`src/rtl/fetch_unit.sv`:
```
// fetch_unit
//   Instruction-fetch stage: owns the fetch PC (PCF), talks to instruction
//   memory through a single-outstanding request port, keeps one fetched word
//   in a local buffer, and drives the IF/ID pipeline register.
//
// Ports
//   clk            rising-edge clock
//   Reset          synchronous, active-low reset
//   StallF/StallD  hazard-unit stalls for the fetch and decode stages
//   FlushD         hazard-unit flush of the IF/ID register
//   BranchTakenE/BranchTargetE   execute-stage redirect (higher priority)
//   PCSrcW/ResultW               writeback-stage PC write
//   ImemReq/ImemAddr             request to instruction memory
//   ImemRdata/ImemValid          response from instruction memory
//   PCF            current fetch PC
//   InstrD/PCPlus4D/ValidD       IF/ID register contents
//   fetch_state    debug view of the fetch FSM state
//
// Memory handshake: ImemReq is a one-cycle request pulse carrying ImemAddr.
// The memory answers with a one-cycle ImemValid pulse (ImemRdata valid in
// that cycle) one or more cycles later. No new request is issued until the
// previous one has been answered, so ImemValid never needs a ready signal.
module fetch_unit (
    input  logic        clk,
    input  logic        Reset,
    input  logic        StallF,
    input  logic        StallD,
    input  logic        FlushD,
    input  logic        BranchTakenE,
    input  logic [31:0] BranchTargetE,
    input  logic        PCSrcW,
    input  logic [31:0] ResultW,
    output logic        ImemReq,
    output logic [31:0] ImemAddr,
    input  logic [31:0] ImemRdata,
    input  logic        ImemValid,
    output logic [31:0] PCF,
    output logic [31:0] InstrD,
    output logic [31:0] PCPlus4D,
    output logic        ValidD,
    output logic [1:0]  fetch_state
);

    typedef enum logic [1:0] {
        FETCH = 2'd0,
        WAIT  = 2'd1,
        DROP  = 2'd2
    } state_t;

    state_t      state;
    logic [31:0] buf_f;
    logic        buf_valid;

    logic        redirect;
    logic [31:0] target;
    logic        advance;
    logic [31:0] pc_plus4;

    // Execute-stage branch wins over a simultaneous writeback PC write.
    assign redirect = BranchTakenE | PCSrcW;
    assign target   = BranchTakenE ? BranchTargetE : ResultW;

    // The buffered word moves into decode only when neither stage is stalled
    // and the PC is not being redirected in the same cycle.
    assign advance  = buf_valid & ~StallF & ~StallD & ~redirect;
    assign pc_plus4 = PCF + 32'd4;

    // A request goes out only from FETCH with an empty buffer; a redirect in
    // the same cycle suppresses it because PCF is about to change.
    assign ImemReq     = Reset & (state == FETCH) & ~buf_valid & ~redirect;
    assign ImemAddr    = PCF;
    assign fetch_state = state;

    always_ff @(posedge clk) begin
        if (!Reset) begin
            state     <= FETCH;
            PCF       <= 32'd0;
            buf_f     <= 32'd0;
            buf_valid <= 1'b0;
            InstrD    <= 32'd0;
            PCPlus4D  <= 32'd0;
            ValidD    <= 1'b0;
        end else begin
            // Fetch FSM
            case (state)
                FETCH: begin
                    if (ImemReq) begin
                        state <= WAIT;
                    end
                end
                WAIT: begin
                    if (redirect) begin
                        // Response for the old path: either discard it now or
                        // wait in DROP for it to arrive and discard it then.
                        state <= ImemValid ? FETCH : DROP;
                    end else if (ImemValid) begin
                        state <= FETCH;
                        buf_f <= ImemRdata;
                    end
                end
                DROP: begin
                    // Once the stale response is swallowed no request is in
                    // flight, so a redirect in this same cycle can go
                    // straight back to FETCH with the new PC.
                    if (ImemValid) begin
                        state <= FETCH;
                    end
                end
                default: state <= FETCH;
            endcase

            // PC and buffer occupancy
            if (redirect) begin
                PCF       <= target;
                buf_valid <= 1'b0;
            end else if (advance) begin
                PCF       <= pc_plus4;
                buf_valid <= 1'b0;
            end else if ((state == WAIT) && ImemValid) begin
                // Accepted even while StallF is high.
                buf_valid <= 1'b1;
            end

            // IF/ID register: hold on StallD, otherwise load or bubble.
            if (!StallD) begin
                if (advance && !FlushD) begin
                    InstrD   <= buf_f;
                    PCPlus4D <= pc_plus4;
                    ValidD   <= 1'b1;
                end else begin
                    InstrD   <= 32'd0;
                    PCPlus4D <= 32'd0;
                    ValidD   <= 1'b0;
                end
            end
        end
    end

endmodule
```
`config.mk`:
```
export PLATFORM = sky130hd
export DESIGN_NAME = fetch_unit
export DESIGN_NICKNAME = d
export VERILOG_FILES = /design/src/rtl/fetch_unit.sv
export SDC_FILE = /design/constraint.sdc
export NUM_CORES = 1
export LEC_CHECK = 0
export ABC_AREA = 1
export CAP_MARGIN = 20
export CORE_AREA = 2 2 128 130
export CTS_CLUSTER_DIAMETER = 200
export DETAILED_ROUTE_END_ITERATION = 8
export DIE_AREA = 0 0 130 132
export PLACE_DENSITY = 0.77
export SLEW_MARGIN = 20
export SYNTH_ARGS = -nofsm -noshare
export SYNTH_HDL_FRONTEND = slang
export SYNTH_SLANG_ARGS = --single-unit
```
`constraint.sdc`:
```
create_clock -name clk -period 4.6 [get_ports clk]
set_input_delay 1.38 -clock clk [delete_from_list [all_inputs] [get_ports clk]]
set_output_delay 1.38 -clock clk [all_outputs]
set_load 0.02 [all_outputs]
```
==> results of run 1 <==
## final timing paths
| check | endpoint | slack, ns | cells past startpoint |
|---|---|---|---|
| max | ImemReq | 0.46 | 7 |
| min | InstrD[17] | 0.45 | 2 |
| max reg2reg | PCPlus4D[28] | 2.65 | 10 |
| min reg2reg | InstrD[17] | 0.45 | 2 |
## metrics by stage
stage	setup WS (ns)	hold WS, ns
after floorplan	0.734	0.436
after global placement	0.163	0.442
after detailed placement	0.168	0.449
after CTS	0.139	0.456
after global routing	0.325	0.479
final	0.457	0.454
## cells in the final DEF, fill, tap and decap left out, types with 2 or more instances in the layout
cell type,n
clkbuf_16,17
buf_4,9
inv_2,2
a31oi_1,9
nand2_1,248
diode_2,2
clkdlybuf4s50_1,232
o21ai_0,51
xor2_2,2
clkinv_4,4
bufinv_16,3
a21oi_1,87
buf_2,2
inv_6,3
nand2_2,8
o21ai_1,9
dfxtp_1,132
inv_1,50
nor2_4,11
xor2_1,8
nand2_4,2
xnor2_1,3
clkinvlp_4,3
nor2_1,109
a22oi_1,28
clkbuf_8,2
nand3_1,27
nor2_2,5
nor3_1,3
nand3_2,2
## power groups by stage
stage / combinational (W) / clock [W] / sequential (W)
detailed placement: 0.000375 / 0 / 0.00124
global placement: 0.000372 / 0 / 0.00124
finish: 0.000375 / 0.00143 / 0.00121
floorplan: 0.000174 / 0 / 0.00125
CTS: 0.000376 / 0.00145 / 0.00121
global route: 0.000407 / 0.00150 / 0.00122
## registers in the layout, summed over array words and instances (netlist names)
register and count:
buf_f 32, InstrD 32, ValidD 1, buf_valid 1, PCPlus4D 32, ImemAddr 32, fetch_state 2
## Yosys cell counts (all sizes together)
cell    number  share of area
nor3         3         0.0024
nand3       29          0.025
buf         55          0.061
o21ai       61          0.050
xnor2        3         0.0042
clkbuf      25          0.015
xor2        10          0.016
ha           1         0.0020
a21oi       87          0.070
and2         1         0.0010
inv         52          0.031
a31oi        9         0.0090
a22oi       28          0.034
nand2      258           0.16
nand4        1         0.0010
a221oi       1         0.0014
a41oi        1         0.0014
dfxtp      132           0.42
clkinv       1        0.00080
nor2       125          0.089
o21bai       1         0.0012
## timing repair
item	CTS	global route
hold buffers	0	0
endpoints found under the setup margin	0	1
resized for setup	0	1
## critical path: stages
cell             delay (ns)
clkdlybuf4s50_1        0.47
nor2_4                 0.12
inv_2                  0.04
nor2_1                 0.14
nand2_1                0.09
nor3_1                 0.23
dlymetal6s2s_1         0.29
## metal layers
metal	up-vias	track usage	share of wire	routed length, um
met2	213	0.394	0.48	9510
met5	-	0	0	0
met1	2944	0.270	0.41	7990
met4	0	0.0962	0.029	580
met3	36	0.0726	0.083	1640
li1	3193	-	-	-
## final cells by class
| class | instances | area share |
|---|---|---|
| Multi-Input combinational cell | 619 | 0.321 |
| Sequential cell | 132 | 0.290 |
| Timing Repair Buffer | 246 | 0.268 |
| Clock buffer | 19 | 0.0497 |
| Tap cell | 216 | 0.0296 |
| Inverter | 53 | 0.0220 |
| Clock inverter | 13 | 0.0191 |
| Antenna cell | 2 | 0.000549 |
## cells by family after synthesis
group	after synthesis
adder cells (fa/ha/maj)	1
AO/OA/AOI/OAI	188
flip-flops	132
AND/OR/NAND/NOR	417
XOR/XNOR	13
buffers and inverters	133
==> results.yml, run 1 <==
run_status:
  outcome: "complete, no violations"
sta:
  rsz0062_at_grt: "no"
  hold_violations: 0
  setup_violations: 0
  min_period_ns: 4.14
  worstMarginPinSlew_ns: 0.942
  slew_headroom: 0.372
  fin_crit_sh: 0.901
  setup_tns_ns: 0
  fin_skew_ns: 0.0108
  max_freq_mhz: 241
  drv_slew: 0
clock_network:
  clk_pin_slew_ns: 0.06
  cts_root_buf: "clkbuf_16"
  h-tree-depth: 4
  clock_latency_ns: 0.42
  cts_tree: "done"
  post_cts_buffers: 0
  numCtsBuffers: 17
  clk_path_buf_depth: 2
  cts.sink_count: 132
worst_setup_path:
  start_kind: "input port"
  arrival_ns: 2.76
  cp_max_fo: 2
  startpoint: "BranchTakenE"
  reg2reg_from: "ImemAddr[2]"
  critPathCaptureType: "output pin"
  required_ns: 3.22
  path_class: "input port to output pin"
synth:
  synth_top_family_by_area: "simple AND/OR/NAND/NOR gates"
  syn_avg_cell_area_um2: 7.05
  synth_fa_ha_area_frac: 0.00201
  ys_ff_latch: 132
  synth_xor_xnor_area_share: 0.0207
  synth-simple-area-share: 0.279
  synth_compound_area_frac: 0.166
  synth_area_um2: 6230
  synth_cell_types: 33
  synth.area.mux_share: 0
  postSynthCellCount: 884
  ys_warn_count: 0
  ys_seq_area_frac: 0.424
  synth_nets: 989
place:
  place_area_um2: 8470
  dpl.hpwl_mm: 13.4
  dp_cells: 1265
  routabilityCongestion: 0.838
  portBuffers: 235
pwr:
  ir_worst_vdd_uv: 229
  internal-power_w: 0.00225
  pwr-share-comb: 0.124
  netSwitchingFraction: 0.255
  p_sw_w: 0.000771
  p_seq_frac: 0.402
  clock_power_share: 0.474
  power_density_nw_per_um2: 331
  total_power_w: 0.00302
  power.leakage_nw: 3.37
detailed_routing:
  drc: 0
  drt_wl_total_mm: 19.7
  drtAntennaViolNets: 0
  via_per_inst: 4.91
  routedWlPerCell_um: 15.2
  vias: 6386
  drt_iter0_markers: 357
  drt-pass1-iter-count: 4
global_route:
  gr-usage-all-layers: 0.233
  grt_start_max_net_pins: 83
  grt_antenna_before_repair: 1
  grt_pass1_wl_mm: 31.6
  grt-ovfl-total: 0
  grt_pass1_vias: 6259
die:
  die_w_um: 130
  io_pins: 236
  die_y_um: 132
  coreArea_um2: 15700
  row_count: 46
  die_area_um2: 17200
  start_util: 0.397
worst_hold_path:
  hp-class: "register to register"
  worstHoldStart: "buf_f[17]"
cells_and_area:
  final_layout_size_suffix_gt1_frac: 0.0730
  final_cell_area_um2: 9120
  fin_cells: 1300
  fillers: 1472
  multi_input_area_um2: 2930
  layout.area.seq_um2: 2640
  final_util: 0.580
  area_delta_synth_final_pct: 46.3
  fin_nets: 1174
run:
  max-cap-violations: 0
Note: power is estimated with default switching activity, not from simulation.
==> inputs of run 2 (changes only) <==
- CORE_AREA: 2 2 128 130 -> 5 5 131 133
- DIE_AREA: 0 0 130 132 -> 0 0 136 138
- GPL_ROUTABILITY_DRIVEN: unset -> 0
==> run 2 against run 1 <==
Effect of this change: clock skew down 0.0041 ns; critical endpoint unchanged; hold slack got worse by 0.0023 ns; via count is 0.41% lower; count of clock-buffer cells in the layout is the same; sequential power about the same; largest power group unchanged.
==> results.yml, run 2 (same netlist as run 1, synthesis figures left out) <==
worst_setup_path:
  arrival_ns: 2.75
  cp_max_fo: 2
  critPathCaptureType: "output pin"
  path_class: "input port to output pin"
  start_kind: "input port"
  required_ns: 3.22
sta:
  drv_slew: 0
  worstMarginPinSlew_ns: 1.03
  setup_violations: 0
  fin_crit_sh: 0.897
  fin_skew_ns: 0.00671
  min_period_ns: 4.13
  max_freq_mhz: 242
  slew_headroom: 0.315
  setup_tns_ns: 0
  hold_violations: 0
  rsz0062_at_grt: "no"
detailed_routing:
  drt-pass1-iter-count: 5
  via_per_inst: 4.90
  vias: 6360
  drc: 0
  routedWlPerCell_um: 15.6
  drtAntennaViolNets: 0
  drt_iter0_markers: 343
  drt_wl_total_mm: 20.2
clock_network:
  clk_path_buf_depth: 2
  cts_root_buf: "clkbuf_16"
  h-tree-depth: 4
  ctsHoldBuffers: 0
  post_cts_buffers: 0
  clock_latency_ns: 0.42
  cts-resized-gates: 0
  clk_pin_slew_ns: 0.06
  cts.sink_count: 132
  cts_tree: "done"
  numCtsBuffers: 17
die:
  coreArea_um2: 15700
  start_util: 0.397
  row_count: 46
  die_y_um: 138
  die_area_um2: 18800
  die_w_um: 136
  io_pins: 236
pwr:
  power_density_nw_per_um2: 315
  power.leakage_nw: 3.32
  ir_worst_vdd_uv: 217
global_route:
  grt_start_max_net_pins: 83
  grt_pass1_vias: 6343
  gr-usage-all-layers: 0.214
  grt-ovfl-total: 0
  grt_pass1_wl_mm: 32.4
  grt_antenna_before_repair: 1
cells_and_area:
  final_cell_mix: "nand2_1, clkdlybuf4s50_1, dfxtp_1"
  fin_nets: 1173
  antenna_cells: 0
  final_common_cell: "nand2_1"
  fillers: 1458
  area_delta_synth_final_pct: 44.4
  final_layout_size_suffix_gt1_frac: 0.0712
  fin_cells: 1297
worst_hold_path:
  hp-class: "register to register"
run_status:
  outcome: "complete, no violations"
run:
  max-cap-violations: 0
place:
  dp_cells: 1265
  dpl.hpwl_mm: 14.0
  portBuffers: 235
[run 2: cell types whose count changed in the layout (fill, tap and decap cells not counted), moves of 2 or more]
cell	change
bufinv_16	-3
diode_2	-2
clkinv_2	+2
clkinv_4	-2
clkinvlp_4	+2
[run 2: layer usage]
metal,up-vias,share of wire,GRT usage
met5,-,0.00054,0
met4,2,0.022,0.0753
met3,36,0.090,0.0722
met2,233,0.50,0.371
met1,2900,0.39,0.244
li1,3189,-,-
[run 2: path summary, 6_finish.rpt]
path	slack (ns)	depth (start not counted)	end	start
setup / recovery	0.47	7	ImemReq	PCSrcW
hold reg to reg	0.45	2	InstrD[31]	buf_f[31]
hold / removal	0.45	2	InstrD[31]	buf_f[31]
setup reg to reg	2.58	8	buf_f[11]	fetch_state[0]
[run 2: metrics by stage]
| stage | utilization | power, W | hold WS, ns | setup slack [ns] | area, um^2 |
|---|---|---|---|---|---|
| 4_1_cts | 0.573 | 0.00286 | 0.456 | 0.0614 | 9000 |
| 5_1_grt | 0.573 | 0.00294 | 0.479 | 0.368 | 9000 |
| 2_1_floorplan | - | 0.00142 | 0.436 | 0.734 | 6230 |
| 6_report | 0.573 | 0.00283 | 0.452 | 0.474 | 9000 |
| 3_3_place_gp | 0.538 | 0.00161 | 0.443 | 0.140 | 8460 |
| 3_5_place_dp | 0.538 | 0.00161 | 0.448 | 0.115 | 8460 |
[run 2: layout make-up]
cell class,instances,area (um^2),area share
Multi-Input combinational cell,619,2930,0.325
Sequential cell,132,2640,0.293
Timing Repair Buffer,245,2420,0.269
Clock buffer,19,443,0.0492
Tap cell,216,270,0.0300
Inverter,53,200,0.0222
Clock inverter,13,100,0.0111
[run 2: critical path, cell delays in order]
cell and delay (ns):
clkdlybuf4s50_1 0.47, nor2_4 0.14, inv_2 0.04, nor2_1 0.13, nand2_1 0.10, nor3_1 0.21
dlymetal6s2s_1 0.28
[run 2: power breakdown]
part           total, W  switching [W]  internal, W
clock network   0.00125       0.000538     0.000708
logic          0.000375       0.000187     0.000188
registers       0.00121      0.0000432      0.00117
==> inputs of run 3 (changes only) <==
- clock period: 4.6 -> 4.75 ns (I/O delays scaled with it)
==> run 3 against run 2 <==
Effect of this change: hold slack better by 0.0047 ns; count of clock-buffer cells in the layout fell by 2; total power rose by 3.0%; register-to-register slack better by 0.18 ns; global-route usage fell by 0.33 points; utilization increased by 0.46 points; first-iteration DRC count decreased by 10%; critical path depth unchanged; flip-flop and latch count did not move.
==> results.yml, run 3 (same netlist as run 1, synthesis figures left out) <==
pwr:
  p_sw_w: 0.000763
  p_seq_frac: 0.402
  power.leakage_nw: 3.35
  pwr-share-comb: 0.124
  power_density_nw_per_um2: 322
  total_power_w: 0.00292
  clock_power_share: 0.473
  netSwitchingFraction: 0.262
  ir_worst_vdd_uv: 292
  internal-power_w: 0.00215
detailed_routing:
  routedWlPerCell_um: 15.6
  drt_wl_total_mm: 20.2
  vias: 6300
  drc: 0
  via_per_inst: 4.86
  drt-pass1-iter-count: 7
  drtAntennaViolNets: 0
  drt_iter0_markers: 307
worst_setup_path:
  critPathCaptureType: "output pin"
  path_class: "input port to output pin"
  start_kind: "input port"
  arrival_ns: 3.12
  cp_max_fo: 2
  required_ns: 3.32
clock_network:
  post_cts_buffers: 0
  cts-resized-gates: 0
  cts_tree: "done"
  h-tree-depth: 4
  clk_pin_slew_ns: 0.06
  clk_path_buf_depth: 2
  cts_root_buf: "clkbuf_16"
  ctsHoldBuffers: 0
  cts.sink_count: 132
  numCtsBuffers: 17
  clock_latency_ns: 0.42
global_route:
  grt_pass1_wl_mm: 32.0
  grt_start_max_net_pins: 83
  gr-usage-all-layers: 0.211
  grt_pass1_vias: 6231
  grt-ovfl-total: 0
  grt_antenna_before_repair: 1
cells_and_area:
  fin_nets: 1173
  final_cell_area_um2: 9080
  final_layout_size_suffix_gt1_frac: 0.0722
  antenna_cells: 0
  fin_cells: 1297
  final_common_cell: "nand2_1"
  final_cell_mix: "nand2_1, clkdlybuf4s50_1, dfxtp_1"
  area_delta_synth_final_pct: 45.6
place:
  dp_cells: 1265
  place_area_um2: 8460
  dpl.hpwl_mm: 14.1
  portBuffers: 235
sta:
  hold_violations: 0
  fin_skew_ns: 0.0106
  hold_ws_ns: 0.457
  max_freq_mhz: 220
  fin_crit_sh: 0.957
  worstMarginPinSlew_ns: 1.03
  min_period_ns: 4.55
  setup_violations: 0
  drv_slew: 0
  slew_headroom: 0.314
  setup_tns_ns: 0
  rsz0062_at_grt: "no"
die:
  die_w_um: 136
  coreArea_um2: 15700
  io_pins: 236
  row_count: 46
  die_y_um: 138
  start_util: 0.397
  die_area_um2: 18800
worst_hold_path:
  hp-class: "register to register"
run_status:
  outcome: "complete, no violations"
run:
  max-cap-violations: 0
run 3: stage by stage:
step / util / worst slack, ns
global placement: 0.538 / 0.201
finish: 0.578 / 0.204
floorplan: - / 0.794
detailed placement: 0.538 / 0.187
CTS: 0.578 / 0.189
global route: 0.578 / 0.0481
run 3: power groups by stage:
stage	clock, W	sequential, W	combinational (W)
after floorplan	0	0.00121	0.000168
after global placement	0	0.00120	0.000361
after detailed placement	0	0.00120	0.000365
after CTS	0.00140	0.00117	0.000366
after global routing	0.00146	0.00118	0.000392
final	0.00138	0.00117	0.000363
run 3: cell type report:
class | instances | area, um^2
clock buffers | 17 | 425
clock inverters | 15 | 193
fillers | 1473 | 6640
inverters | 53 | 200
multi-input cells | 619 | 2930
flip-flops and latches | 132 | 2640
well taps | 216 | 270
repair buffers | 245 | 2420
run 3: final timing paths:
kind | start | end | slack (ns) | depth (start not counted)
worst max-delay path | PCSrcW | ImemReq | 0.20 | 7
worst min register to register | buf_f[24] | InstrD[24] | 0.46 | 2
worst min-delay path | buf_f[24] | InstrD[24] | 0.46 | 2
worst max register to register | fetch_state[0] | buf_f[7] | 2.76 | 8
run 3: layer usage:
metal / routed length (um) / GRT usage / vias up
li1: - / - / 3187
met1: 8010 / 0.233 / 2872
met2: 9760 / 0.366 / 206
met3: 1900 / 0.0791 / 33
met4: 507 / 0.0769 / 2
met5: 20 / 0 / -
run 3: critical path, stage by stage:
cell             delay, ns
clkdlybuf4s50_1       0.46
nor2_4                0.14
inv_2                 0.04
nor2_1                0.12
nand2_1               0.09
nor3_1                0.19
clkdlybuf4s50_1       0.66
